### src/rtl/sp_link_controller.sv
// Link-level sequencer for the receiver's parallel byte stream: tracks sync,
// strips idle symbols, flags loss of sync / data gaps and requests resync.
module sp_link_controller #(
  parameter logic [7:0]  IDLE_SYM    = 8'hBC,
  parameter int unsigned SYNC_CYCLES = 4,
  parameter int unsigned TIMEOUT     = 64,
  parameter int unsigned MAX_GAP     = 16
) (
  input  logic       clk_4f,
  input  logic       reset,
  input  logic       active,
  input  logic       valid_in,
  input  logic [7:0] data_in,
  output logic [7:0] data_out,
  output logic       valid_out,
  output logic       link_up,
  output logic [2:0] state,
  output logic       err,
  output logic [7:0] err_count,
  output logic       resync
);

  localparam int unsigned SYNC_W = (SYNC_CYCLES > 1) ? $clog2(SYNC_CYCLES) : 1;
  localparam int unsigned TMO_W  = (TIMEOUT > 1) ? $clog2(TIMEOUT) : 1;
  localparam int unsigned GAP_W  = (MAX_GAP > 1) ? $clog2(MAX_GAP) : 1;

  typedef enum logic [2:0] {
    S_RESET = 3'd0,
    S_WAIT  = 3'd1,
    S_IDLE  = 3'd2,
    S_DATA  = 3'd3,
    S_ERROR = 3'd4
  } state_t;

  state_t             cur_state, next_state;
  logic [SYNC_W-1:0]  sync_cnt, sync_next;
  logic [TMO_W-1:0]   tmo_cnt, tmo_next;
  logic [GAP_W-1:0]   gap_cnt, gap_next;
  logic               resync_next;
  logic               fwd_c;

  assign state = cur_state;

  // Counters are only live in their own state; every transition clears them.
  always_comb begin
    next_state  = cur_state;
    sync_next   = '0;
    tmo_next    = '0;
    gap_next    = '0;
    resync_next = 1'b0;
    fwd_c       = ((cur_state == S_IDLE) || (cur_state == S_DATA)) &&
                  active && valid_in && (data_in != IDLE_SYM);
    case (cur_state)
      S_RESET: next_state = S_WAIT;
      S_WAIT: begin
        if (active && (sync_cnt == SYNC_W'(SYNC_CYCLES - 1))) begin
          next_state = S_IDLE;
        end else if (tmo_cnt == TMO_W'(TIMEOUT - 1)) begin
          resync_next = 1'b1;
        end else begin
          tmo_next  = tmo_cnt + TMO_W'(1);
          sync_next = active ? (sync_cnt + SYNC_W'(1)) : '0;
        end
      end
      S_IDLE: begin
        if (!active) begin
          next_state = S_ERROR;
        end else if (valid_in && (data_in != IDLE_SYM)) begin
          next_state = S_DATA;
        end
      end
      S_DATA: begin
        if (!active) begin
          next_state = S_ERROR;
        end else if (valid_in) begin
          if (data_in == IDLE_SYM) begin
            next_state = S_IDLE;
          end
        end else if (gap_cnt == GAP_W'(MAX_GAP - 1)) begin
          next_state = S_ERROR;
        end else begin
          gap_next = gap_cnt + GAP_W'(1);
        end
      end
      S_ERROR: next_state = S_WAIT;
      default: next_state = S_RESET;
    endcase
    if (next_state == S_ERROR) begin
      resync_next = 1'b1;
    end
  end

  // State, counters and all outputs registered on the same edge.
  always_ff @(posedge clk_4f) begin
    if (reset) begin
      cur_state <= S_RESET;
      sync_cnt  <= '0;
      tmo_cnt   <= '0;
      gap_cnt   <= '0;
      data_out  <= 8'd0;
      valid_out <= 1'b0;
      link_up   <= 1'b0;
      err       <= 1'b0;
      err_count <= 8'd0;
      resync    <= 1'b0;
    end else begin
      cur_state <= next_state;
      sync_cnt  <= sync_next;
      tmo_cnt   <= tmo_next;
      gap_cnt   <= gap_next;
      valid_out <= fwd_c;
      if (fwd_c) begin
        data_out <= data_in;
      end
      link_up   <= (next_state == S_IDLE) || (next_state == S_DATA);
      err       <= (next_state == S_ERROR);
      resync    <= resync_next;
      if ((next_state == S_ERROR) && (err_count != 8'hFF)) begin
        err_count <= err_count + 8'd1;
      end
    end
  end

endmodule

### config.mk
export PLATFORM = sky130hd
export DESIGN_NAME = sp_link_controller
export DESIGN_NICKNAME = d
export VERILOG_FILES = /design/src/rtl/sp_link_controller.sv
export SDC_FILE = /design/constraint.sdc
export NUM_CORES = 1
export LEC_CHECK = 0
export ABC_AREA = 1
export BUFFER_PORTS_ARGS = -buffer_cell sky130_fd_sc_hd__buf_2
export CAP_MARGIN = 20
export CORE_MARGIN = 10
export CORE_UTILIZATION = 47
export DETAILED_ROUTE_END_ITERATION = 8
export PLACE_DENSITY = 0.74
export SYNTH_ARGS = -nofsm -noshare
export SYNTH_HDL_FRONTEND = slang
export SYNTH_SLANG_ARGS = --single-unit
### constraint.sdc
create_clock -name clk_4f -period 1.3 [get_ports clk_4f]
set_clock_uncertainty 0.05 [all_clocks]
set_input_delay 0.13 -clock clk_4f [delete_from_list [all_inputs] [get_ports clk_4f]]
set_output_delay 0.13 -clock clk_4f [all_outputs]
set_load 0.05 [all_outputs]
==> impl_metrics.tcl, run 1 <==
set metrics [dict create \
    outcome "complete, but fails checks" \
    violations "setup timing" \
    drt-initial-drc-count 98 \
    area_growth_pct 43.3 \
    ys_ff_latch 35 \
    synth_edf_count 0 \
    path_common_cell "nand3_4" \
    hold_start "data_in[0]" \
    async_flop_share_pct 0 \
    startpoint "gap_cnt[0]" \
    synth.most_common_cell "dfxtp_1" \
    cp_top_family "simple AND/OR/NAND/NOR gates" \
    yosysWarnings 0 \
    grt_max_degree 15 \
    rsz0062_at_grt "yes" \
    io_pins 35 \
    fp.dieW_um 77.8 \
    holdCritPathClass "in -> reg" \
    cts_root_buffer "clkbuf_4" \
    drc 0 \
    synthCells 194 \
    synth_area_per_cell_um2 8.08 \
    fmax_mhz 734 \
    startpoint_type "register" \
    cts_tree "done" \
    yosysSeqAreaShare_pct 44.7 \
    dp_cells 280 \
    worst_slew_pin_slew_ns 0.278 \
    utilization_pct 71.8 \
    min_period_over_period_pct 105 \
    cp.buffers_inverters 0 \
    place_congestion 0.819 \
    num_vias 1421 \
    clockBufferDepth 2 \
    nFillCells 224 \
    pwr_density_cell_nw_per_um2 898 \
    timing.hold.ws_ns 0.0349 \
    clock_latency_ns 0.34 \
    io_buffers 34 \
    grt_pass1_wl_um 6050 \
    synthesis.nets 210 \
    synth_common_cells "35 x dfxtp_1, 32 x nand2_1, 24 x inv_1, 20 x nor2_1, 17 x a21oi_1" \
    dr.pass1.iters 4 \
    setup_viol 8 \
    post-dp-hpwl_um 2510 \
    synth_ff_type "dfxtp_1" \
    grt_pass1_vias 1395 \
    synth_area_um2 1570 \
    path_clk_slew_ns 0.10 \
    viasPerCell 4.80 \
    htree_levels 2 \
    cts.sinks 35 \
    die_area_um2 6050 \
    instances_no_fill 296 \
    worstPathArrival_ns 1.59 \
    slew_violations 0 \
    path_max_fanout 6 \
    fp.dieH_um 77.8 \
    synth_top_area_cell "dfxtp_1" \
    cts_made_buffers 5 \
    relSlewSlack_pct 81.4 \
    antenna_found_initial 0 \
    setup_tns_ns -0.328 \
    detail-route-antenna-nets 0 \
    path_class "reg -> reg" \
    cp.required_ns 1.52 \
    yosysTopAreaCellShare_pct 44.7 \
    worstPathCellList "ha_4, nand3_4, o21bai_4, nand3_4, nand2_8, nand3_4, nand2_2, nand2_1, nor2_1" \
    drive_above_1_share_pct 47.2 \
    initial_utilization_pct 50.1 \
    fin_ws_ns -0.0617 \
    period_needed_ns 1.36 \
    critPathCaptureType "register" \
    core_um2 3130 \
    synth.area.top_cells "dfxtp_1 45%, nand2_1 7.7%, inv_1 5.7%" \
    power_mw 2.02 \
    track_usage_pct 11.9 \
    num_antenna_cells 0 \
    nets 267 \
    num_rows 20 \
    synth.distinct_cells 29 \
    cp_slowest_cell "dfxtp_2" \
    p_leak_nw 0.966 \
    cp_slowest_stage_delay_ns 0.36 \
    worstReg2RegStart "gap_cnt[0]" \
    vdd_drop_max_mv 0.660 \
    hold_buffers 0 \
    grt_overflow 0 \
    wl_per_cell_um 12.5 \
    max_cap_viol_count 0 \
    hold_viol 0 \
    totalWireLength_um 3700 \
]
[final timing paths]
check	slack [ns]	depth (start not counted)	endpoint
min reg2reg	0.36	1	sync_cnt[0]
max	-0.06	9	err_count[0]
max reg2reg	-0.06	9	err_count[0]
min	0.03	3	data_out[0]
[state kept, by name, summed over array words and instances, names as in the netlist, 2 cells and up]
signal     cells
data_out       8
err_count      8
tmo_cnt        6
gap_cnt        4
state          3
sync_cnt       2
[worst reg2reg max path: cells and delay by family (launching register included)]
| kind | cells | cell delay, ns |
|---|---|---|
| flip-flops | 1 | 0.36 |
| AO/OA/AOI/OAI | 1 | 0.13 |
| adder cells (fa/ha/maj) | 1 | 0.15 |
| AND/OR/NAND/NOR | 7 | 0.60 |
[where the power goes]
part           switching [mW]  internal (mW)  leakage (nW)
Clock                   0.350          0.454        0.0482
Combinational          0.0879         0.0571         0.625
Sequential            0.00577           1.06         0.293
Total                   0.444           1.57         0.966
[metal layers]
metal  GRT usage [%]  wire (um)  share of wire [%]
met5               0          0                  0
met4            4.93         24               0.65
met3            4.61        231                6.2
met2            19.7       1890                 51
met1            13.4       1550                 42
[cells by family (layout without fill, tap and decap cells)]
| logic type | Yosys count | count (layout) | share of synthesized area, % |
|---|---|---|---|
| flops | 35 | 35 | 44.7 |
| buf+inv | 30 | 86 | 7.82 |
| compound gates | 31 | 31 | 10.5 |
| fa+ha+maj | 4 | 4 | 3.19 |
| xor+xnor | 9 | 9 | 5.03 |
| simple gates | 85 | 87 | 28.7 |
[layout make-up]
cell class / count / area, um2 / area share, %
Timing Repair Buffer: 53 / 330 / 14.7
Clock inverter: 2 / 35.0 / 1.56
Sequential cell: 35 / 743 / 33.1
Multi-Input combinational cell: 131 / 937 / 41.7
Tap cell: 44 / 55.1 / 2.45
Clock buffer: 6 / 51.3 / 2.28
Inverter: 25 / 93.8 / 4.18
[through the flow]
step | cell area, um2 | worst slack, ns
6_report | 2250 | -0.0617
5_1_grt | 2250 | -0.176
4_1_cts | 2080 | -0.0698
3_5_place_dp | 1940 | -0.0820
3_3_place_gp | 1940 | -0.0664
2_1_floorplan | 1650 | -0.0322
[placed cells by master (no fill, tap or decap), types with 6 or more instances in the layout]
| cell type | count |
|---|---|
| clkbuf_4 | 6 |
| xor2_1 | 6 |
| a21oi_1 | 14 |
| nand3_1 | 7 |
| nor2_1 | 18 |
| nand2_1 | 24 |
| dfxtp_4 | 9 |
| inv_1 | 22 |
| o21ai_0 | 8 |
| dfxtp_1 | 19 |
| nand4_1 | 8 |
| buf_2 | 33 |
| buf_4 | 15 |
| dfxtp_2 | 7 |
| nand2_2 | 8 |
[repair_timing]
action	in CTS	in global routing
pin swaps	9	9
resized for setup	5	36
buffers inserted	1	5
setup endpoints to repair	11	27
cloned	2	0
Note: power is estimated with default switching activity, not from simulation.
==> run 2: changes to the inputs <==
--- a/config.mk
+++ b/config.mk
@@ -6,12 +6,12 @@
 export NUM_CORES = 1
 export LEC_CHECK = 0
 export ABC_AREA = 1
-export BUFFER_PORTS_ARGS = -buffer_cell sky130_fd_sc_hd__buf_2
 export CAP_MARGIN = 20
 export CORE_MARGIN = 10
-export CORE_UTILIZATION = 47
+export CORE_UTILIZATION = 55
 export DETAILED_ROUTE_END_ITERATION = 8
-export PLACE_DENSITY = 0.74
+export DONT_BUFFER_PORTS = 1
+export PLACE_DENSITY = 0.73
 export SYNTH_ARGS = -nofsm -noshare
 export SYNTH_HDL_FRONTEND = slang
 export SYNTH_SLANG_ARGS = --single-unit
==> run 2 against run 1 <==
Compared with the run above: the run ends with hold timing, setup timing left; cell area fell by 0.33%; combinational power fell by 14%; hold slack got worse by 0.26 ns; die area fell by 11%; final cell count fell by 6.4%; routed wire length rose by 18%; critical path type unchanged; highest routed layer unchanged.
==> impl_metrics.tcl, run 2 (same netlist as run 1, synthesis figures left out) <==
set metrics [dict create \
    track_usage_pct 14.4 \
    path_max_fanout 6 \
    path_class "reg -> reg" \
    cts_made_buffers 5 \
    detail-route-antenna-nets 0 \
    nets 261 \
    cp_top_family "simple AND/OR/NAND/NOR gates" \
    clockBufferDepth 2 \
    io_pins 35 \
    setup_tns_ns -0.589 \
    top_regs "data_out x8, err_count x8, tmo_cnt x6" \
    whs_path_depth 1 \
    cp.depth 7 \
    num_antenna_cells 0 \
    totalWireLength_um 4390 \
    place_congestion 0.783 \
    fmax_mhz 718 \
    min_period_over_period_pct 107 \
    fp.dieW_um 73.4 \
    power_switching_mw 0.444 \
    rr_worst_depth 7 \
    core_um2 2730 \
    wl_per_cell_um 15.8 \
    grt_max_degree 17 \
    rsz0062_at_grt "yes" \
    drc 0 \
    pwr_density_cell_nw_per_um2 877 \
    nFillCells 174 \
    p_leak_nw 0.904 \
    cp_slowest_stage_delay_ns 0.38 \
    hold_viol 15 \
    dp_cells 249 \
    num_rows 19 \
    timing.hold.ws_ns -0.222 \
    cp.required_ns 1.52 \
    startpoint_type "register" \
    post-dp-hpwl_um 2780 \
    worst_slew_pin_slew_ns 0.486 \
    cts_tree "done" \
    grt_pass1_vias 1396 \
    combPwrFrac_pct 6.3 \
    fp.dieH_um 73.4 \
    p_sw_share_pct 22.6 \
    grt_overflow 0 \
    seqPwrFrac_pct 54.5 \
    regArea_um2 739 \
    grt_pass1_wl_um 6170 \
    instances_no_fill 277 \
    max_cap_viol_count 0 \
    htree_levels 2 \
    period_needed_ns 1.39 \
    area_growth_pct 42.8 \
    setup_viol 8 \
    fin_ws_ns -0.0924 \
    viasPerCell 5.57 \
    cp.buffers_inverters 0 \
    relSlewSlack_pct 67.5 \
    power_frac_clock_pct 39.2 \
    hold_buffers 10 \
    worstPathCellList "ha_4, nand3_4, o21bai_4, nand3_4, nand2_8, nand4_1, a21oi_1" \
    cts_root_buffer "clkbuf_4" \
    path_clk_slew_ns 0.11 \
    power_mw 1.96 \
    drt-initial-drc-count 138 \
    p_int_mw 1.52 \
    io_buffers 0 \
    slew_violations 0 \
    antenna_found_initial 0 \
    holdCritPathClass "in -> reg" \
    multi_input_area_um2 908 \
    initial_utilization_pct 57.3 \
    drive_above_1_share_pct 39.0 \
    cp_slowest_cell "dfxtp_2" \
    critPathCaptureType "register" \
    outcome "complete, but fails checks" \
    vdd_drop_max_mv 0.904 \
    violations "hold timing, setup timing" \
    final_cell_mix "36 x buf_4, 27 x nand2_1, 23 x inv_1, 20 x dfxtp_1, 18 x nor2_1" \
    die_area_um2 5390 \
    num_vias 1544 \
    path_common_cell "nand3_4" \
    final_common_cell "buf_4" \
    cts.sinks 35 \
    clock_latency_ns 0.34 \
    dr.pass1.iters 4 \
    worstPathArrival_ns 1.61 \
]
==> run 2: changes by cell type in the layout (fill, tap and decap cells not counted), moves of 2 or more <==
| cell | change |
|---|---|
| buf_2 | -33 |
| dlygate4sd3_1 | +10 |
| buf_6 | -3 |
| nor2_2 | +2 |
| nand2_1 | +3 |
| o21ai_0 | -3 |
| o21ai_1 | +4 |
| buf_4 | +21 |
| nor2_4 | -2 |
| nand2_4 | -2 |
==> run 2: what timing repair did <==
action,in CTS,in global routing
resized for setup,8,21
setup endpoints to repair,23,24
hold endpoints to repair,26,15
gates cloned,2,0
buffers inserted,3,5
pin swaps,10,10
==> run 2: layout make-up <==
type / instances / area share [%]
multi-input cells: 131 / 40.6
flip-flops and latches: 35 / 33.0
repair buffers: 47 / 17.0
inverters: 25 / 4.19
clock inverters: 3 / 1.73
well taps: 31 / 1.73
clock buffers: 5 / 1.68
==> run 2: path summary, 6_finish.rpt <==
check                 endpoint  slack (ns)         from
hold / removal    err_count[4]       -0.22        reset
setup / recovery  err_count[3]       -0.09   gap_cnt[0]
hold reg to reg    sync_cnt[0]        0.37  sync_cnt[0]
setup reg to reg  err_count[3]       -0.09   gap_cnt[0]
==> run 2: power by group through the flow <==
stage               combinational, mW  sequential, mW  clock [mW]
global placement               0.0693            1.09           0
CTS                             0.110            1.07       0.763
finish                          0.124            1.07       0.769
detailed placement             0.0739            1.09           0
floorplan                      0.0557            1.10           0
global route                    0.136            1.07       0.820
==> run 2: stage by stage <==
step | area [um2] | utilization, % | setup WS [ns]
final | 2240 | 81.9 | -0.0924
after global routing | 2240 | 81.9 | -0.155
after CTS | 2130 | 78.0 | -0.0661
after detailed placement | 1880 | 68.6 | -0.107
after global placement | 1880 | 68.6 | -0.0580
after floorplan | 1650 | - | -0.0322
==> run 2: metal layers <==
metal  wire length, um  track usage [%]  vias up
met4                95             3.73        0
li1                  -                -      743
met1              1660             14.5      732
met3               354             7.00       12
met5                 0                0        -
met2              2270             25.6       57
==> run 3: changes to the inputs <==
--- a/config.mk
+++ b/config.mk
@@ -7,11 +7,11 @@
 export LEC_CHECK = 0
 export ABC_AREA = 1
 export CAP_MARGIN = 20
-export CORE_MARGIN = 10
-export CORE_UTILIZATION = 55
+export CORE_MARGIN = 2
+export CORE_UTILIZATION = 35
 export DETAILED_ROUTE_END_ITERATION = 8
 export DONT_BUFFER_PORTS = 1
-export PLACE_DENSITY = 0.73
+export MAX_ROUTING_LAYER = met4
 export SYNTH_ARGS = -nofsm -noshare
 export SYNTH_HDL_FRONTEND = slang
 export SYNTH_SLANG_ARGS = --single-unit
==> run 3 against run 2 <==
Compared with the run above: the flow still finishes with violations (hold timing, setup timing); setup slack gained 0.037 ns; highest routed layer unchanged; final cell count grew 6.5%; routed wire length is 18% lower; first-iteration DRC count shrank 62%; cell area is 2.2% higher; clock power increased by 23%; flip-flop and latch count is the same; critical endpoint is now err_count[6]; clock-buffer cell count increased by 2; die area fell by 6.6%.
==> impl_metrics.tcl, run 3 (same netlist as run 1, synthesis figures left out) <==
set metrics [dict create \
    num_antenna_cells 0 \
    critPathCaptureType "register" \
    hold_buffers 9 \
    detail-route-antenna-nets 0 \
    num_rows 24 \
    top_regs "data_out x8, err_count x8, tmo_cnt x6" \
    final_cell_mix "35 x buf_4, 25 x nand2_1, 22 x inv_1, 21 x dfxtp_1, 17 x nor2_1" \
    rsz0062_at_grt "yes" \
    drc 0 \
    cts_made_buffers 5 \
    nFillCells 418 \
    violations "hold timing, setup timing" \
    dr.pass1.iters 4 \
    die_area_um2 5030 \
    wl_met2_um 1680 \
    period_needed_ns 1.36 \
    worst_slew_pin_slew_ns 0.494 \
    grt_pass1_vias 1355 \
    hold_start "reset" \
    core_um2 4320 \
    hold_viol 18 \
    rr_endpoint "err_count[6]" \
    max_cap_viol_count 0 \
    multi_input_area_um2 922 \
    rr_worst_depth 8 \
    io_pins 35 \
    drt-initial-drc-count 52 \
    nets 258 \
    holdCritPathClass "in -> reg" \
    wl_per_cell_um 12.1 \
    outcome "complete, but fails checks" \
    grt_pass1_wl_um 5930 \
    initial_utilization_pct 36.3 \
    setup_viol 8 \
    path_max_fanout 6 \
    antenna_found_initial 0 \
    fp.dieH_um 70.9 \
    grt_max_degree 17 \
    r2r_slack_ns -0.06 \
    grt_overflow 0 \
    htree_levels 2 \
    min_to "err_count[4]" \
    place_congestion 0.797 \
    whs_path_depth 1 \
    clock_latency_ns 0.29 \
    pwr_density_cell_nw_per_um2 936 \
    vdd_drop_max_mv 0.672 \
    fin_ws_ns -0.0559 \
    fmax_mhz 738 \
    fp.dieW_um 70.9 \
    final_common_cell "buf_4" \
    track_usage_pct 15.7 \
    cp.required_ns 1.44 \
    timing.hold.ws_ns -0.166 \
    slew_violations 0 \
    totalWireLength_um 3580 \
    relSlewSlack_pct 67.0 \
    place_area_um2 1920 \
    drt-met1-wl_um 1540 \
    setup_tns_ns -0.290 \
    cts_root_buffer "clkbuf_8" \
    worstReg2RegStart "gap_cnt[0]" \
    startpoint_type "register" \
    regArea_um2 738 \
    path_class "reg -> reg" \
    cts.sinks 35 \
    num_vias 1437 \
    min_period_over_period_pct 104 \
    io_buffers 0 \
    dr_wl_met3_um 239 \
    path_clk_slew_ns 0.07 \
    cts_tree "done" \
    design_area_um2 2290 \
    worstPathArrival_ns 1.49 \
    route.top_layer_used "met4" \
    area_growth_pct 45.9 \
    p_leak_nw 0.917 \
    viasPerCell 4.87 \
    clockBufferDepth 2 \
    drive_above_1_share_pct 39.9 \
    post-dp-hpwl_um 2320 \
]
run 3: worst max path at each step:
stage	startpoint	end
4_1_cts	gap_cnt[0]	err_count[0]
5_1_grt	gap_cnt[0]	err_count[0]
6_report	gap_cnt[0]	err_count[6]
2_1_floorplan	err_count[1]	err_count[7]
3_5_place_dp	gap_cnt[1]	err_count[0]
3_3_place_gp	gap_cnt[1]	err_count[0]
run 3: where the power goes:
part	switching [mW]	internal [mW]
sequential	0.00546	1.06
combinational	0.0662	0.0601
clock	0.403	0.543
run 3: stage by stage:
step                      std cells  util, %  total power, mW  worst slack (ns)
after global routing            295     52.9             2.23            -0.143
final                           295     52.9             2.14           -0.0559
after global placement          272     44.3             1.17           -0.0702
after detailed placement        272     44.3             1.17            -0.112
after floorplan                 194        -             1.16           -0.0322
after CTS                       292     50.0             2.14           -0.0603
run 3: final cells by class:
class	instances	area share, %
clock buffer	7	4.70
clock inverter	1	0.219
inverter	25	4.21
multi-input combinational	131	40.3
sequential	35	32.3
tap	52	2.84
timing repair buffer	44	15.4
run 3: repair_timing:
action | in CTS | in global routing
endpoints found under the setup margin | 10 | 22
setup buffers | 1 | 3
gates cloned | 2 | 0
resized for setup | 3 | 28
pin swaps | 8 | 11
endpoints found under the hold margin | 25 | 18
run 3: critical path, cell delays in order, from the launching register on:
cell and delay, ns:
dfxtp_2 0.36, ha_4 0.15, nand3_4 0.08, o21bai_4 0.14
nand3_4 0.12, nand2_8 0.11, nand3_4 0.10, nand2_1 0.10
a21oi_2 0.05
run 3: layer usage:
metal  GRT usage (%)  vias to the layer above
li1                -                      736
met1            18.2                      650
met2            23.2                       37
met3            5.84                       14
met4            9.22                        0
met5               -                        -
